$ cat src/rtl/pixel_row_shifter.sv
// Shifts one HUB75 display row: fetches each column's pixel pair, reduces it to the active bitplane, clocks it out.
// Per column LOAD_WAIT+3 cycles, all outputs registered; row_start is ignored unless idle and armed after reset.
module pixel_row_shifter #(
  parameter int PIXEL_COLUMNS   = 64,
  parameter int LOAD_WAIT       = 4,
  parameter int BRIGHTNESS_BITS = 6
) (
  input  logic                       clk_in,
  input  logic                       reset,
  input  logic                       row_start,
  input  logic [BRIGHTNESS_BITS-1:0] brightness_mask,
  input  logic [15:0]                rgb565_top,
  input  logic [15:0]                rgb565_bottom,
  output logic [5:0]                 column_address,
  output logic                       pixel_load_start,
  output logic [2:0]                 rgb1,
  output logic [2:0]                 rgb2,
  output logic                       pixel_clock,
  output logic                       row_busy,
  output logic                       row_done
);

  typedef enum logic [2:0] {
    S_IDLE,
    S_ISSUE,
    S_WAIT,
    S_DATA,
    S_CLK_HI,
    S_DONE
  } state_t;

  localparam logic [5:0] LAST_COL = 6'(PIXEL_COLUMNS - 1);
  localparam logic [3:0] WAIT_LD  = 4'(LOAD_WAIT);

  state_t                     r_state, w_state;
  logic [5:0]                 r_col, w_col;
  logic [3:0]                 r_wait_cnt, w_wait_cnt;
  logic [BRIGHTNESS_BITS-1:0] r_mask, w_mask;
  logic [2:0]                 r_rgb1, w_rgb1;
  logic [2:0]                 r_rgb2, w_rgb2;
  logic                       r_pls, w_pls;
  logic                       r_pclk, w_pclk;
  logic                       r_busy, w_busy;
  logic                       r_done, w_done;
  logic                       r_armed;

  // Expand RGB565 to 6-bit channels (5-bit R/B replicate their MSB) and pick the plane bit.
  function automatic logic [2:0] plane_bits(input logic [15:0] w, input logic [BRIGHTNESS_BITS-1:0] m);
    logic [5:0] r6, g6, b6;
    r6 = {w[15:11], w[15]};
    g6 = w[10:5];
    b6 = {w[4:0], w[4]};
    return {|(r6 & m), |(g6 & m), |(b6 & m)};
  endfunction

  always_comb begin
    w_state    = r_state;
    w_col      = r_col;
    w_wait_cnt = r_wait_cnt;
    w_mask     = r_mask;
    w_rgb1     = r_rgb1;
    w_rgb2     = r_rgb2;
    case (r_state)
      S_IDLE: begin
        if (row_start && r_armed) begin
          w_mask  = brightness_mask;
          w_col   = 6'd0;
          w_state = S_ISSUE;
        end
      end
      S_ISSUE: begin
        w_wait_cnt = WAIT_LD;
        w_state    = S_WAIT;
      end
      S_WAIT: begin
        w_wait_cnt = r_wait_cnt - 4'd1;
        if (r_wait_cnt <= 4'd1) w_state = S_DATA;
      end
      S_DATA:   w_state = S_CLK_HI;
      S_CLK_HI: begin
        if (r_col == LAST_COL) begin
          w_state = S_DONE;
        end else begin
          w_col   = r_col + 6'd1;
          w_state = S_ISSUE;
        end
      end
      S_DONE:   w_state = S_IDLE;
      default:  w_state = S_IDLE;
    endcase

    // Outputs are decoded from the next state so each one is a flop aligned with its state.
    w_pls  = (w_state == S_ISSUE);
    w_pclk = (w_state == S_CLK_HI);
    w_busy = (w_state != S_IDLE);
    w_done = (w_state == S_DONE);
    if (w_state == S_DATA) begin
      w_rgb1 = plane_bits(rgb565_top, r_mask);
      w_rgb2 = plane_bits(rgb565_bottom, r_mask);
    end
  end

  always_ff @(posedge clk_in or negedge reset) begin
    if (!reset) begin
      r_state    <= S_IDLE;
      r_col      <= 6'd0;
      r_wait_cnt <= 4'd0;
      r_mask     <= '0;
      r_rgb1     <= 3'd0;
      r_rgb2     <= 3'd0;
      r_pls      <= 1'b0;
      r_pclk     <= 1'b0;
      r_busy     <= 1'b0;
      r_done     <= 1'b0;
      r_armed    <= 1'b0;
    end else begin
      r_state    <= w_state;
      r_col      <= w_col;
      r_wait_cnt <= w_wait_cnt;
      r_mask     <= w_mask;
      r_rgb1     <= w_rgb1;
      r_rgb2     <= w_rgb2;
      r_pls      <= w_pls;
      r_pclk     <= w_pclk;
      r_busy     <= w_busy;
      r_done     <= w_done;
      r_armed    <= 1'b1;
    end
  end

  assign column_address   = r_col;
  assign pixel_load_start = r_pls;
  assign rgb1             = r_rgb1;
  assign rgb2             = r_rgb2;
  assign pixel_clock      = r_pclk;
  assign row_busy         = r_busy;
  assign row_done         = r_done;

endmodule

$ cat config.mk
export PLATFORM = sky130hd
export DESIGN_NAME = pixel_row_shifter
export DESIGN_NICKNAME = d
export VERILOG_FILES = /design/src/rtl/pixel_row_shifter.sv
export SDC_FILE = /design/constraint.sdc
export NUM_CORES = 1
export LEC_CHECK = 0
export ABC_AREA = 1
export CAP_MARGIN = 20
export CORE_MARGIN = 8
export CORE_UTILIZATION = 44
export CTS_CLUSTER_SIZE = 20
export DETAILED_ROUTE_END_ITERATION = 12
export PLACE_DENSITY_LB_ADDON = 0.15
export SYNTH_ARGS = -nofsm -noshare
export SYNTH_HDL_FRONTEND = slang
export SYNTH_SLANG_ARGS = --single-unit
$ cat constraint.sdc
create_clock -name clk_in -period 1.7 [get_ports clk_in]
set_input_delay 0.34 -clock clk_in [delete_from_list [all_inputs] [get_ports clk_in]]
set_output_delay 0.34 -clock clk_in [all_outputs]
set_load 0.02 [all_outputs]
Word level (Yosys, flattened, before mapping):

Index checks and enable logic that the tools add are counted.

* word-level logic and storage cells: 52
* flip-flop bits (word level): 30
* output and inout port bits: 16
* bits of input ports: 41

* $add $sub $neg: 2
* reduce and logical (&&, ||, !) cells: 13
* bitwise logic cells: 6
* equality and inequality tests: 11
* multiplexer cells: 8
* $lt $le $gt $ge: 1

Operators by type and width (number)
* $and 6x6->6: 6
* $reduce_or 6->1: 6
* $pmux 3 s5: 1
* $mux 6: 2
* $pmux 6 s2: 1
* $eq 3x2->1 const B: 3
* $eq 3x3->1 const B: 3
* $mux 3: 3
* $pmux 4 s2: 1
* $add 6x1->6 const B: 1
* $eq 3x1->1 const B: 2
* $eq 6x6->1 const B: 1
* $le 4x1->1 const B: 1
* $ne 2x2->1 const B: 2
* $reduce_bool 2->1: 2
* $sub 4x1->4 const B: 1
* $logic_not 3->1: 1
* $reduce_and 3->1: 1
* $reduce_bool 3->1: 1
* $reduce_and 2->1: 1
* $logic_and 1x1->1: 1

Longest topological paths before layout:

* depth in word-level cells: 4
* mapped depth: 7
* depth with buffers taken out: 7

Least setup slack after synthesis:

OpenSTA, ideal clock, no wires.

* path kind: reg2reg
* from: reg r_col[0] (netlist: column_address[0])
* to: reg r_col[4] (netlist: column_address[4])
* clock period less this slack: 1.380 ns
* setup time: 0.123 ns
* required time: 1.577 ns
* path slack: 0.320 ns
* arrival time: 1.257 ns
* stages on the path, launching flop included: 8
* path through: dfrtp_1 ha_1 nand3_1 nor2_4 nor2_2 nor2_8 nand2_1 o21ai_1

* longest elaborated chain between the ends: 3

Ends and longest elaborated chain
* start: declaration: RTL line 36 `logic [5:0] r_col, w_col;`
* start signal: assignment: RTL line 118 `r_col <= w_col;`
* $add 6x1->6 or $eq 6x6->1 (tied branches): RTL line 84, 81
* $mux 6 or $ne 2x2->1 (tied branches)
* $pmux 6 s2 or $reduce_and 3->1 (tied branches)

Parallel ways exist; a longest one is shown, timed or not. The select of a mux whose other input is x is not followed.
A chain may end at the register's enable or synchronous reset.

Worst setup path after layout:

* from: reg r_rgb1[0] (netlist: rgb1[0])
* to: out rgb1[0]

RTL lines
* start: declaration: RTL line 39 `logic [2:0] r_rgb1, w_rgb1;`
* start signal: assignment: RTL line 121 `r_rgb1 <= w_rgb1;`
* end: declaration: RTL line 16 `output logic [2:0] rgb1,`

No word-level cell between the ends.

==> impl_results.md <==
* Crit path DAT at 1.31 ns
* Die ar. at 5570 um^2
* Syn Std Cell Area at 1510 um^2
* Commonest register cell after synthesis: dfrtp_1
* Post-synthesis cell type with the largest combined area: dfrtp_1
* CTS root buf: clkbuf_4
* Synth warnings at 0
* CTS HTree Levels at 2
* # fillers at between 200 and 300
* Register area share after synthesis at 49.6%
* CTS tree: built
* Synth top area cells: dfrtp_1 50%, nand2_1 20%, o21ai_0 4.0%, nand3_1 3.0%, inv_1 3.0%
* CP cell instances: clkdlybuf4s50_1
* Wire length of the first global-routing pass at 6310 um
* Antenna diodes at 0
* GPL Wtd Cong at 0.766
* Proportion of layout cells with a drive suffix above 1 at 8.73%
* I/O pin cnt at 57
* Async S/R FF share, synth at between 90% and 100%
* Tcrit/Tclk final at 97.0%
* Row count at 21
* Detailed Place HPWL at 3060 um
* Initial DRT Pass Iterations at 4
* Syn Area/Cell at between 8 and 9 um^2
* Final min period at 1.65 ns
* All-layer global routing usage at 14.6%
* Final Cell Area at 2200 um^2
* CP max stage delay at 0.61 ns
* Vias in the first global route at 1347
* Max Clock Freq at 607 MHz
* DR WL/cell at around 13 um
* Synth top area share at about half
* Pwr/cell area at 578 nW/um^2
* Switching share of power at between 20% and 30%
* Setup TNS at 0 ns
* Area Overhead vs Synth at 45.2%
* Internal power at 995 uW
* Initial DRC count at 70
* DP Area at 2140 um^2
* Initial Utilization at between 40 and 50%
* Post-synth EDFFs at 0
* CTS sink count at 30
* Critical path launch point type: flop
* Register share of total power at between 50 and 60%
* P_sw at between 200 and 300 uW
* Worst path top cell family by delay: buffers and inverters
* Die Y at 74.7 um
* Total setup buffers inserted after CTS at 0
* Worst Skew at ~0.0046 ns
* Largest net degree at the start of global routing at 31
* Clock Pin Slew Worst Setup and Hold Paths at roughly 0.10 ns
* Storage cell area at 751 um^2
* Post-DR vias/cell at approximately 4.7
* Final Hold Fails at 0
* GRT overflow at 0
* Clock share of power at about a third
* Remaining DRCs at 0
* CORE AREA at 3310 um^2
* Synthesis-stage register bit count at 30
* Outcome: finished clean
* Buffers added on ports at 56
* Combinational cell fraction of total power at 8.7%
* Multi-input combinational cell area at 707 um^2
* Non-filler cells, final at roughly 300
* Clock network latency to the later pin of the worst-skew pair at 0.32 ns
* Placed Cells at 290
* Antenna violations before repair at 0
* Via Count at 1415
* VDD IR max at 0.408 mV
* Worst-path fanout max at 2
* Nets at 295
* Resize count post-CTS at 6
* Die Width at 74.7 um
* Crit-path slowest cell: clkdlybuf4s50_1
* Crit path kind: flop to output port
* Total Wirelength at a little under 4000 um
* Clk buf depth at 2
* Buffers & Inverters on Critical Path at 1
* Post-synth cell types at 24
* RSZ-0062 raised after global routing: false
* Final Max Slew Viols at 0
* Net count after synthesis at between 200 and 250
* Crit path required time at around 1.4 ns
* LEAKAGE at 1.09 nW
* Num CTS Buffers at 5
* Total power at 1.27 mW
* Cts hold-fix bufs at 0
* Final setup vio count at 0
* DRT antenna net count at 0
* MaxCap Viol Count at 0
* CP Capture Type: output port
* Syn Inst Count at 187
* Path category of the worst min-delay check: input pin to async pin
==> flip-flops by register name, summed over array words and instances (netlist names) <==
register	count
rgb2	3
pixel_load_start	1
row_done	1
pixel_clock	1
r_mask	6
rgb1	3
row_busy	1
r_wait_cnt	4
r_state	3
column_address	6
r_armed	1
==> cells in the final DEF (no fill, tap or decap), types with 3 or more instances in the layout <==
cell | netlist | layout
inv_1 | 12 | 12
dfrtp_1 | 30 | 30
inv_2 | 3 | 3
clkdlybuf4s50_1 | 0 | 49
ha_1 | 3 | 3
clkbuf_4 | 0 | 5
nor2_1 | 7 | 7
o21a_1 | 3 | 3
dlygate4sd2_1 | 0 | 6
o21ai_1 | 4 | 4
o21ai_0 | 12 | 12
nand4_1 | 6 | 6
nand2_1 | 79 | 79
nand3_1 | 9 | 9
xor2_1 | 3 | 3
==> worst paths after layout <==
kind | from | end | slack [ns] | cells past startpoint
min | reset | rgb1[1] | 0.39 | 2
min in group clk_in | rgb1[2] | rgb1[2] | 0.49 | 2
max in group asynchronous | reset | column_address[5] | 1.03 | 2
max | rgb1[0] | rgb1[0] | 0.05 | 1
max reg2reg | r_wait_cnt[0] | rgb2[0] | 0.29 | 7
min reg2reg | rgb1[2] | rgb1[2] | 0.49 | 2
==> layer usage <==
layer  wire length (um)  track usage, %
met2               1900            24.1
met5                  0               0
met4                 36            4.57
met1               1650            17.7
met3                261            4.53
==> cells in the mapped netlist (2+ instances only) <==
library cell  number
nand2_1           79
dfrtp_1           30
inv_1             12
o21ai_0           12
nand3_1            9
nor2_1             7
nand4_1            6
o21ai_1            4
ha_1               3
inv_2              3
o21a_1             3
xor2_1             3
a21oi_1            2
nand2_2            2
nor2_2             2
nor2_8             2
==> worst reg2reg max path: stages, from the launching register on <==
cell     delay (ns)
dfrtp_1        0.43
inv_1          0.09
ha_1           0.18
o21ai_0        0.11
nor2_2         0.24
inv_2          0.13
nand2_1        0.08
nand2_1        0.05
==> layout make-up <==
type | count | share of cell area, %
clock buffer | 6 | 2.33
inverter | 15 | 2.56
sequential | 30 | 34.1
clock inverter | 2 | 0.569
tap | 46 | 2.62
timing repair buffer | 57 | 25.6
multi-input combinational | 142 | 32.2
==> cells by family (layout without fill, tap and decap cells) <==
logic type / Yosys count / count (layout) / synth area share, %
fa+ha+maj: 3 / 3 / 2.48
buf+inv: 15 / 80 / 3.72
xor+xnor: 4 / 4 / 2.31
simple gates: 111 / 111 / 33.2
other cells: 1 / 1 / 0.248
compound gates: 23 / 23 / 8.43
flops: 30 / 30 / 49.6
==> power by group through the flow <==
stage	Clock (mW)	Combinational (mW)	Sequential, mW
6_report	0.446	0.110	0.715
3_5_place_dp	0	0.112	0.729
3_3_place_gp	0	0.111	0.729
2_1_floorplan	0	0.00307	0.729
4_1_cts	0.464	0.112	0.715
5_1_grt	0.495	0.119	0.715
==> through the flow <==
stage / setup slack [ns] / hold WS, ns / util (%)
global placement: 0.209 / 0.466 / 64.6
floorplan: 0.320 / 0.0444 / -
CTS: 0.0336 / 0.404 / 66.3
detailed placement: 0.194 / 0.469 / 64.6
global route: 0.00636 / 0.424 / 66.4
finish: 0.0515 / 0.391 / 66.4
No activity file was read; power rests on OpenSTA's default activity.
